<file path="src/rtl/vga_timing_gen.sv">
// Free-running VGA raster timing generator: pixel/line counters, registered syncs and blank,
// a once-per-frame tick at the start of vertical blanking and a slow 2-bit animation index.
module vga_timing_gen #(
    parameter int unsigned H_VISIBLE   = 640,
    parameter int unsigned H_FP        = 16,
    parameter int unsigned H_SYNC      = 96,
    parameter int unsigned H_BP        = 48,
    parameter int unsigned V_VISIBLE   = 480,
    parameter int unsigned V_FP        = 10,
    parameter int unsigned V_SYNC      = 2,
    parameter int unsigned V_BP        = 33,
    parameter int unsigned ANIM_PERIOD = 8
) (
    input  logic       vga_clk,
    input  logic       reset,
    output logic [9:0] DrawX,
    output logic [9:0] DrawY,
    output logic       hs,
    output logic       vs,
    output logic       blank,
    output logic       frame_tick,
    output logic [1:0] anim_frame
);

    localparam int unsigned H_TOTAL = H_VISIBLE + H_FP + H_SYNC + H_BP;
    localparam int unsigned V_TOTAL = V_VISIBLE + V_FP + V_SYNC + V_BP;
    localparam int unsigned PC_W    = (ANIM_PERIOD > 1) ? $clog2(ANIM_PERIOD) : 1;

    localparam logic [9:0] H_LAST = 10'(H_TOTAL - 1);
    localparam logic [9:0] V_LAST = 10'(V_TOTAL - 1);

    // Decode compares are done in 11 bits so region edges equal to 1024 stay representable.
    localparam logic [10:0] H_VIS_END   = 11'(H_VISIBLE);
    localparam logic [10:0] H_SYNC_BEG  = 11'(H_VISIBLE + H_FP);
    localparam logic [10:0] H_SYNC_END  = 11'(H_VISIBLE + H_FP + H_SYNC);
    localparam logic [10:0] V_VIS_END   = 11'(V_VISIBLE);
    localparam logic [10:0] V_SYNC_BEG  = 11'(V_VISIBLE + V_FP);
    localparam logic [10:0] V_SYNC_END  = 11'(V_VISIBLE + V_FP + V_SYNC);

    localparam logic [PC_W-1:0] PC_LAST = PC_W'(ANIM_PERIOD - 1);

    logic [9:0]      r_hc;
    logic [9:0]      r_vc;
    logic [PC_W-1:0] r_pc;
    logic [1:0]      r_anim;
    logic            r_hs;
    logic            r_vs;
    logic            r_blank;
    logic            r_tick;

    logic [9:0]  w_hc_next;
    logic [9:0]  w_vc_next;
    logic [10:0] w_hx;
    logic [10:0] w_vy;
    logic        w_hs_next;
    logic        w_vs_next;
    logic        w_blank_next;
    logic        w_tick_next;

    always_comb begin
        w_hc_next = r_hc + 10'd1;
        w_vc_next = r_vc;
        if (r_hc == H_LAST) begin
            w_hc_next = '0;
            w_vc_next = (r_vc == V_LAST) ? '0 : r_vc + 10'd1;
        end
    end

    // Outputs are decoded from the next counter value so they line up with DrawX/DrawY.
    always_comb begin
        w_hx         = {1'b0, w_hc_next};
        w_vy         = {1'b0, w_vc_next};
        w_hs_next    = !((w_hx >= H_SYNC_BEG) && (w_hx < H_SYNC_END));
        w_vs_next    = !((w_vy >= V_SYNC_BEG) && (w_vy < V_SYNC_END));
        w_blank_next = (w_hx < H_VIS_END) && (w_vy < V_VIS_END);
        w_tick_next  = (w_hx == 11'd0) && (w_vy == V_VIS_END);
    end

    always_ff @(posedge vga_clk) begin
        if (reset) begin
            r_hc    <= '0;
            r_vc    <= '0;
            r_pc    <= '0;
            r_anim  <= '0;
            r_hs    <= 1'b1;
            r_vs    <= 1'b1;
            r_blank <= 1'b0;
            r_tick  <= 1'b0;
        end else begin
            r_hc    <= w_hc_next;
            r_vc    <= w_vc_next;
            r_hs    <= w_hs_next;
            r_vs    <= w_vs_next;
            r_blank <= w_blank_next;
            r_tick  <= w_tick_next;
            if (w_tick_next) begin
                if (r_pc == PC_LAST) begin
                    r_pc   <= '0;
                    r_anim <= r_anim + 2'd1;
                end else begin
                    r_pc <= r_pc + PC_W'(1);
                end
            end
        end
    end

    assign DrawX      = r_hc;
    assign DrawY      = r_vc;
    assign hs         = r_hs;
    assign vs         = r_vs;
    assign blank      = r_blank;
    assign frame_tick = r_tick;
    assign anim_frame = r_anim;

endmodule
</file>
<file path="config.mk">
export PLATFORM = sky130hd
export DESIGN_NAME = vga_timing_gen
export DESIGN_NICKNAME = d
export VERILOG_FILES = /design/src/rtl/vga_timing_gen.sv
export SDC_FILE = /design/constraint.sdc
export NUM_CORES = 1
export LEC_CHECK = 0
export CAP_MARGIN = 20
export CORE_ASPECT_RATIO = 1.75
export CORE_MARGIN = 1.5
export CORE_UTILIZATION = 47
export DETAILED_ROUTE_END_ITERATION = 8
export PLACE_DENSITY = 0.78
export RECOVER_POWER = 50
export SLEW_MARGIN = 10
export SYNTH_ARGS = -nofsm -noshare
export SYNTH_HDL_FRONTEND = slang
export SYNTH_SLANG_ARGS = --single-unit
</file>
<file path="constraint.sdc">
create_clock -name vga_clk -period 2.6 [get_ports vga_clk]
set_clock_uncertainty 0.05 [all_clocks]
set_input_delay 0.26 -clock vga_clk [delete_from_list [all_inputs] [get_ports vga_clk]]
set_output_delay 0.26 -clock vga_clk [all_outputs]
set_load 0.05 [all_outputs]
</file>
== Word-level counts from Yosys, hierarchy flattened ==
Cells that the tools add are included.

* Flip-flop bits (word level): 29
* Input bits: 2
* Output and inout bits: 26
* Word-level logic and storage cells: 34

* Add/subtract/negate cells: 4
* Order comparisons: 6
* Equal/unequal tests: 4
* Multiplexer cells: 4
* Reduce and logical (&&, ||, !) cells: 8

{| class="wikitable"
|+ Operators with widths
! operator !! count
|-
| $mux 10 || 3
|-
| $add 10x1->10 const B || 2
|-
| $eq 10x10->1 const B || 2
|-
| $lt 10x10->1 const B || 2
|-
| $lt 10x9->1 const B || 2
|-
| $eq 10x9->1 const B || 1
|-
| $ge 10x10->1 const B || 1
|-
| $ge 10x9->1 const B || 1
|-
| $logic_not 10->1 || 1
|-
| $logic_and 1x1->1 || 4
|-
| $add 3x1->3 const B || 1
|-
| $eq 3x3->1 const B || 1
|-
| $mux 3 || 1
|-
| $add 2x1->2 const B || 1
|-
| $logic_not 1->1 || 2
|-
| $reduce_and 2->1 || 1
|}

== Longest topological paths before layout ==
* Word-level depth: 6
* Mapped depth: 9
* Depth with buffers taken out: 8

== Least setup slack after synthesis ==
OpenSTA, ideal clock, no wires.

* Path kind: register to register
* Start: reg r_hc[0], in the netlist DrawX[0]
* End: reg r_anim[1], in the netlist anim_frame[1]
* Setup time: 0.121 ns
* Data arrival time: 2.660 ns
* Required time: 2.429 ns
* Setup slack: -0.231 ns
* Stages on the path, launching flop included: 10
* Buffers on the path: 1
* Period minus slack after synthesis: 2.831 ns
* Cells stage by stage: dfxtp_1 ha_1 and4_4 nand3_4 buf_6 o221ai_1 o2111ai_1 or3_1 nor3_1 mux2_2

* Cells in the longest elaborated chain, start to end: 5
* Elaborated cells on any way between the ends: 8
* Those cells by class: add/sub (1); eq/ne (2); mux (2); reduce/logical (3)

{| class="wikitable"
|+ RTL lines
! item !! line !! text
|-
| from (decl) || 42 || <nowiki>logic [9:0] r_hc;</nowiki>
|-
| from (signal assigned) || 90 || <nowiki>r_hc <= w_hc_next;</nowiki>
|-
| $add 10x1->10 or $eq 10x10->1 (tied branches) || 61, 63 ||
|-
| $mux 10 || 63 || <nowiki>if (r_hc == H_LAST) begin</nowiki>
|-
| $logic_not 10->1 or $eq 10x9->1 (tied branches) || 76 || <nowiki>w_tick_next = (w_hx == 11'd0) && (w_vy == V_VIS_END);</nowiki>
|-
| $logic_and 1x1->1 * || 76 ||
|-
| $reduce_and 2->1 (no line) * || n/a ||
|-
| to (signal assigned) || 99 || <nowiki>r_anim <= r_anim + 2'd1;</nowiki>
|-
| to (decl) || 45 || <nowiki>logic [1:0] r_anim;</nowiki>
|}

Mark *: on every way between the ends. The rest lies on a longest branch, timed or not.
A chain may end at the register's enable or synchronous reset.

== Final worst setup path ==
* Start: reg r_vc[1], in the netlist DrawY[1]
* End: reg r_anim[1], in the netlist anim_frame[1]

* Cells in the longest elaborated chain, start to end: 6
* Elaborated cells on any way between the ends: 7
* Those cells by class: add/sub (1); eq/ne (2); mux (2); reduce/logical (2)

{| class="wikitable"
|+ RTL lines
! item !! line !! text
|-
| from (decl) || 43 || <nowiki>logic [9:0] r_vc;</nowiki>
|-
| from (signal assigned) || 91 || <nowiki>r_vc <= w_vc_next;</nowiki>
|-
| $add 10x1->10 or $eq 10x10->1 (tied branches) || 65 || <nowiki>w_vc_next = (r_vc == V_LAST) ? '0 : r_vc + 10'd1;</nowiki>
|-
| $mux 10 || 65 ||
|-
| $mux 10 * || 63 ||
|-
| $eq 10x9->1 * || 76 ||
|-
| $logic_and 1x1->1 * || 76 ||
|-
| $reduce_and 2->1 (no line) * || n/a ||
|}

Marks and branches as above.

==> out/results.ini <==
[outcome]
status=completed

[die]
die_y_um=82.0
start_util_pct=49.3
die_w_um=48.2
dieArea_um2=3950
ioPinCount=28
rows=28
coreArea_um2=3400

[synthesis]
synth_nets=195
synth_area_leaders=dfxtp_1 35%, xnor2_1 5.2%, ha_1 4.5%
synth_compound_area_share_pct=13.4
synth_most_common_cell=dfxtp_1
synth_ff_type=dfxtp_1
ys_seq_area_share_pct=34.6
synth_xor_area_share_pct=6.27
ys_seq_elements=29
synth_commonest_cells=29 x dfxtp_1, 15 x nor2_1, 12 x nand3_1
syn_area_um2=1680
yosysUniqueCellTypes=50
synth-edff-count=0
synthMuxAreaShare_pct=0.672
syn_inst=187
synth_top_family_by_area=simple AND/OR/NAND/NOR gates
synth_fa_ha_area_share_pct=4.48
synth_warnings=0
yosys.area_share.simple_pct=36.0
ys_async_sr_fraction_pct=0
synth_top_area_share_pct=34.6
yosys.area.top_type=dfxtp_1
avgSynthCellArea_um2=8.97

[worst_setup_path]
required_ps=2720
cp_slowest_cell=or3_1
slowest_delay_ps=420
critPathKind=reg2reg
reg2reg_slack_ps=160
critical_path_buf_inv_count=1
end_kind=flop
cp_max_fo=7
cp_cell_sequence=inv_1 > ha_1 > nand4_1 > nand2_1 > o31ai_1 > or3_1 > nor3_1 > mux2_2
cp.arrival_ps=2570
critPathLaunchType=flop
cp_top_family=simple AND/OR/NAND/NOR gates

[global_routing]
antenna_found_initial=0
grt_pass1_vias=1475
grt_pass1_wl_um=6690
grt_overflow=0
grt_usage_pct=23.7
grt_max_degree=15

[cells_and_area]
fill_cells=296
final_core_util_pct=63.5
drive_gt1_share_pct=17.0
area_growth_pct=28.7
nets=230
n_antenna_cell=0

[cts]
clock_latency_ps=280
holdBufCountCts=0
clock_sinks=29
cts_tree=yes
clk_pin_slew_ps=60
cts_buffers=5
cts_root_buffer=clkbuf_8
htree_levels=2
clockBufferDepth=2

[timing]
worstMarginPinSlew_ps=537
fmax_mhz=409
timing.hold.ws_ps=424
hold_viol_final=0
layout_min_cycle_time_ps=2440
relSlewSlack_pct=64.1
setup_viol=0
finalWorstSetupSlack_ps=157
drv_slew=0
min_period_over_period_pct=94.0
rsz0062_at_grt=false
tns_ps=0

[route]
vias_per_cell=5.84
drt_iter0_markers=36
num_vias=1564
wl_um=4130
routedWlPerCell_um=15.4
firstDrtPassIters=4
drc=0
postRouteAntennaNets=0

[job]
drv_cap=0

[placed_design]
post-dp-hpwl_um=3020
port_buffers=27
place_ws_ps=-32.5
gp_congestion=0.867

[min_path]
hold_path.class=reg2reg

[power]
p_leak_nw=0.809
vdd_drop_max_uv=353
power.density_nw_per_um2=400
finalPower_mw=0.863

worst paths after layout:
| kind | from | end | cells past startpoint |
|---|---|---|---|
| worst max-delay path | DrawY[1] | anim_frame[1] | 8 |
| worst min-delay path | DrawX[0] | DrawX[0] | 1 |
| worst max register to register | DrawY[1] | anim_frame[1] | 8 |
| worst min register to register | DrawX[0] | DrawX[0] | 1 |
per-stage QoR:
| step | std cells | area (µm²) |
|---|---|---|
| after floorplan | 187 | 1690 |
| after global placement | 259 | 2030 |
| after detailed placement | 259 | 2030 |
| after CTS | 267 | 2120 |
| after global routing | 268 | 2160 |
| final | 268 | 2160 |
placed cells by master, fill, tap and decap left out, types with 8 or more instances in the layout:
master | Yosys | routed
dlygate4sd3_1 | 0 | 10
dfxtp_2 | 0 | 8
a21oi_1 | 10 | 10
xnor2_1 | 10 | 8
o21ai_0 | 8 | 8
clkdlybuf4s50_1 | 0 | 17
nand3_1 | 12 | 12
nand2_1 | 11 | 11
dfxtp_1 | 29 | 20
nor2_1 | 15 | 15
per-layer routing:
metal / up-vias / routed length (µm) / global-route usage (%)
li1: 762 / - / -
met1: 758 / 1660 / 27.3
met2: 30 / 2200 / 38.2
met3: 14 / 105 / 4.18
met4: 0 / 174 / 14.6
met5: - / 0 / 0
flip-flops by register name, indices dropped and copies added, names as in the netlist:
register and flops:
anim_frame 2, hs 1, DrawX 10, r_pc 3, DrawY 10, frame_tick 1, vs 1, blank 1
kinds of logic (layout without fill, tap and decap cells):
kind of cell / after synthesis / in the layout
buffers and inverters: 15 / 51
flip-flops: 29 / 29
multiplexers: 1 / 1
XOR/XNOR: 12 / 12
adder cells (fa/ha/maj): 6 / 6
AO/OA/AOI/OAI: 35 / 35
AND/OR/NAND/NOR: 89 / 89
worst register-to-register path, stage by stage (launching register included):
cell,delay [ps]
dfxtp_1,380
inv_1,120
ha_1,240
nand4_1,230
nand2_1,220
o31ai_1,120
or3_1,420
nor3_1,210
mux2_2,350
where the power goes:
| group | internal (mW) | switching (mW) |
|---|---|---|
| Sequential | 0.450 | 0.00803 |
| Combinational | 0.0179 | 0.0345 |
| Clock | 0.185 | 0.168 |
final cells by class:
cell class	instances	area (µm²)	area share (%)
Clock buffer	6	72.6	3.36
Clock inverter	2	10.0	0.464
Inverter	6	22.5	1.04
Multi-Input combinational cell	143	1070	49.7
Sequential cell	29	594	27.5
Tap cell	45	56.3	2.61
Timing Repair Buffer	37	330	15.3
repair_timing:
item                       in CTS  in global routing
pin swaps                       0                  1
hold endpoints to repair        0                  0
gates resized for setup         1                  6
setup endpoints to repair       1                  3
setup buffers                   0                  1
Note: power is estimated with default switching activity, not from simulation.
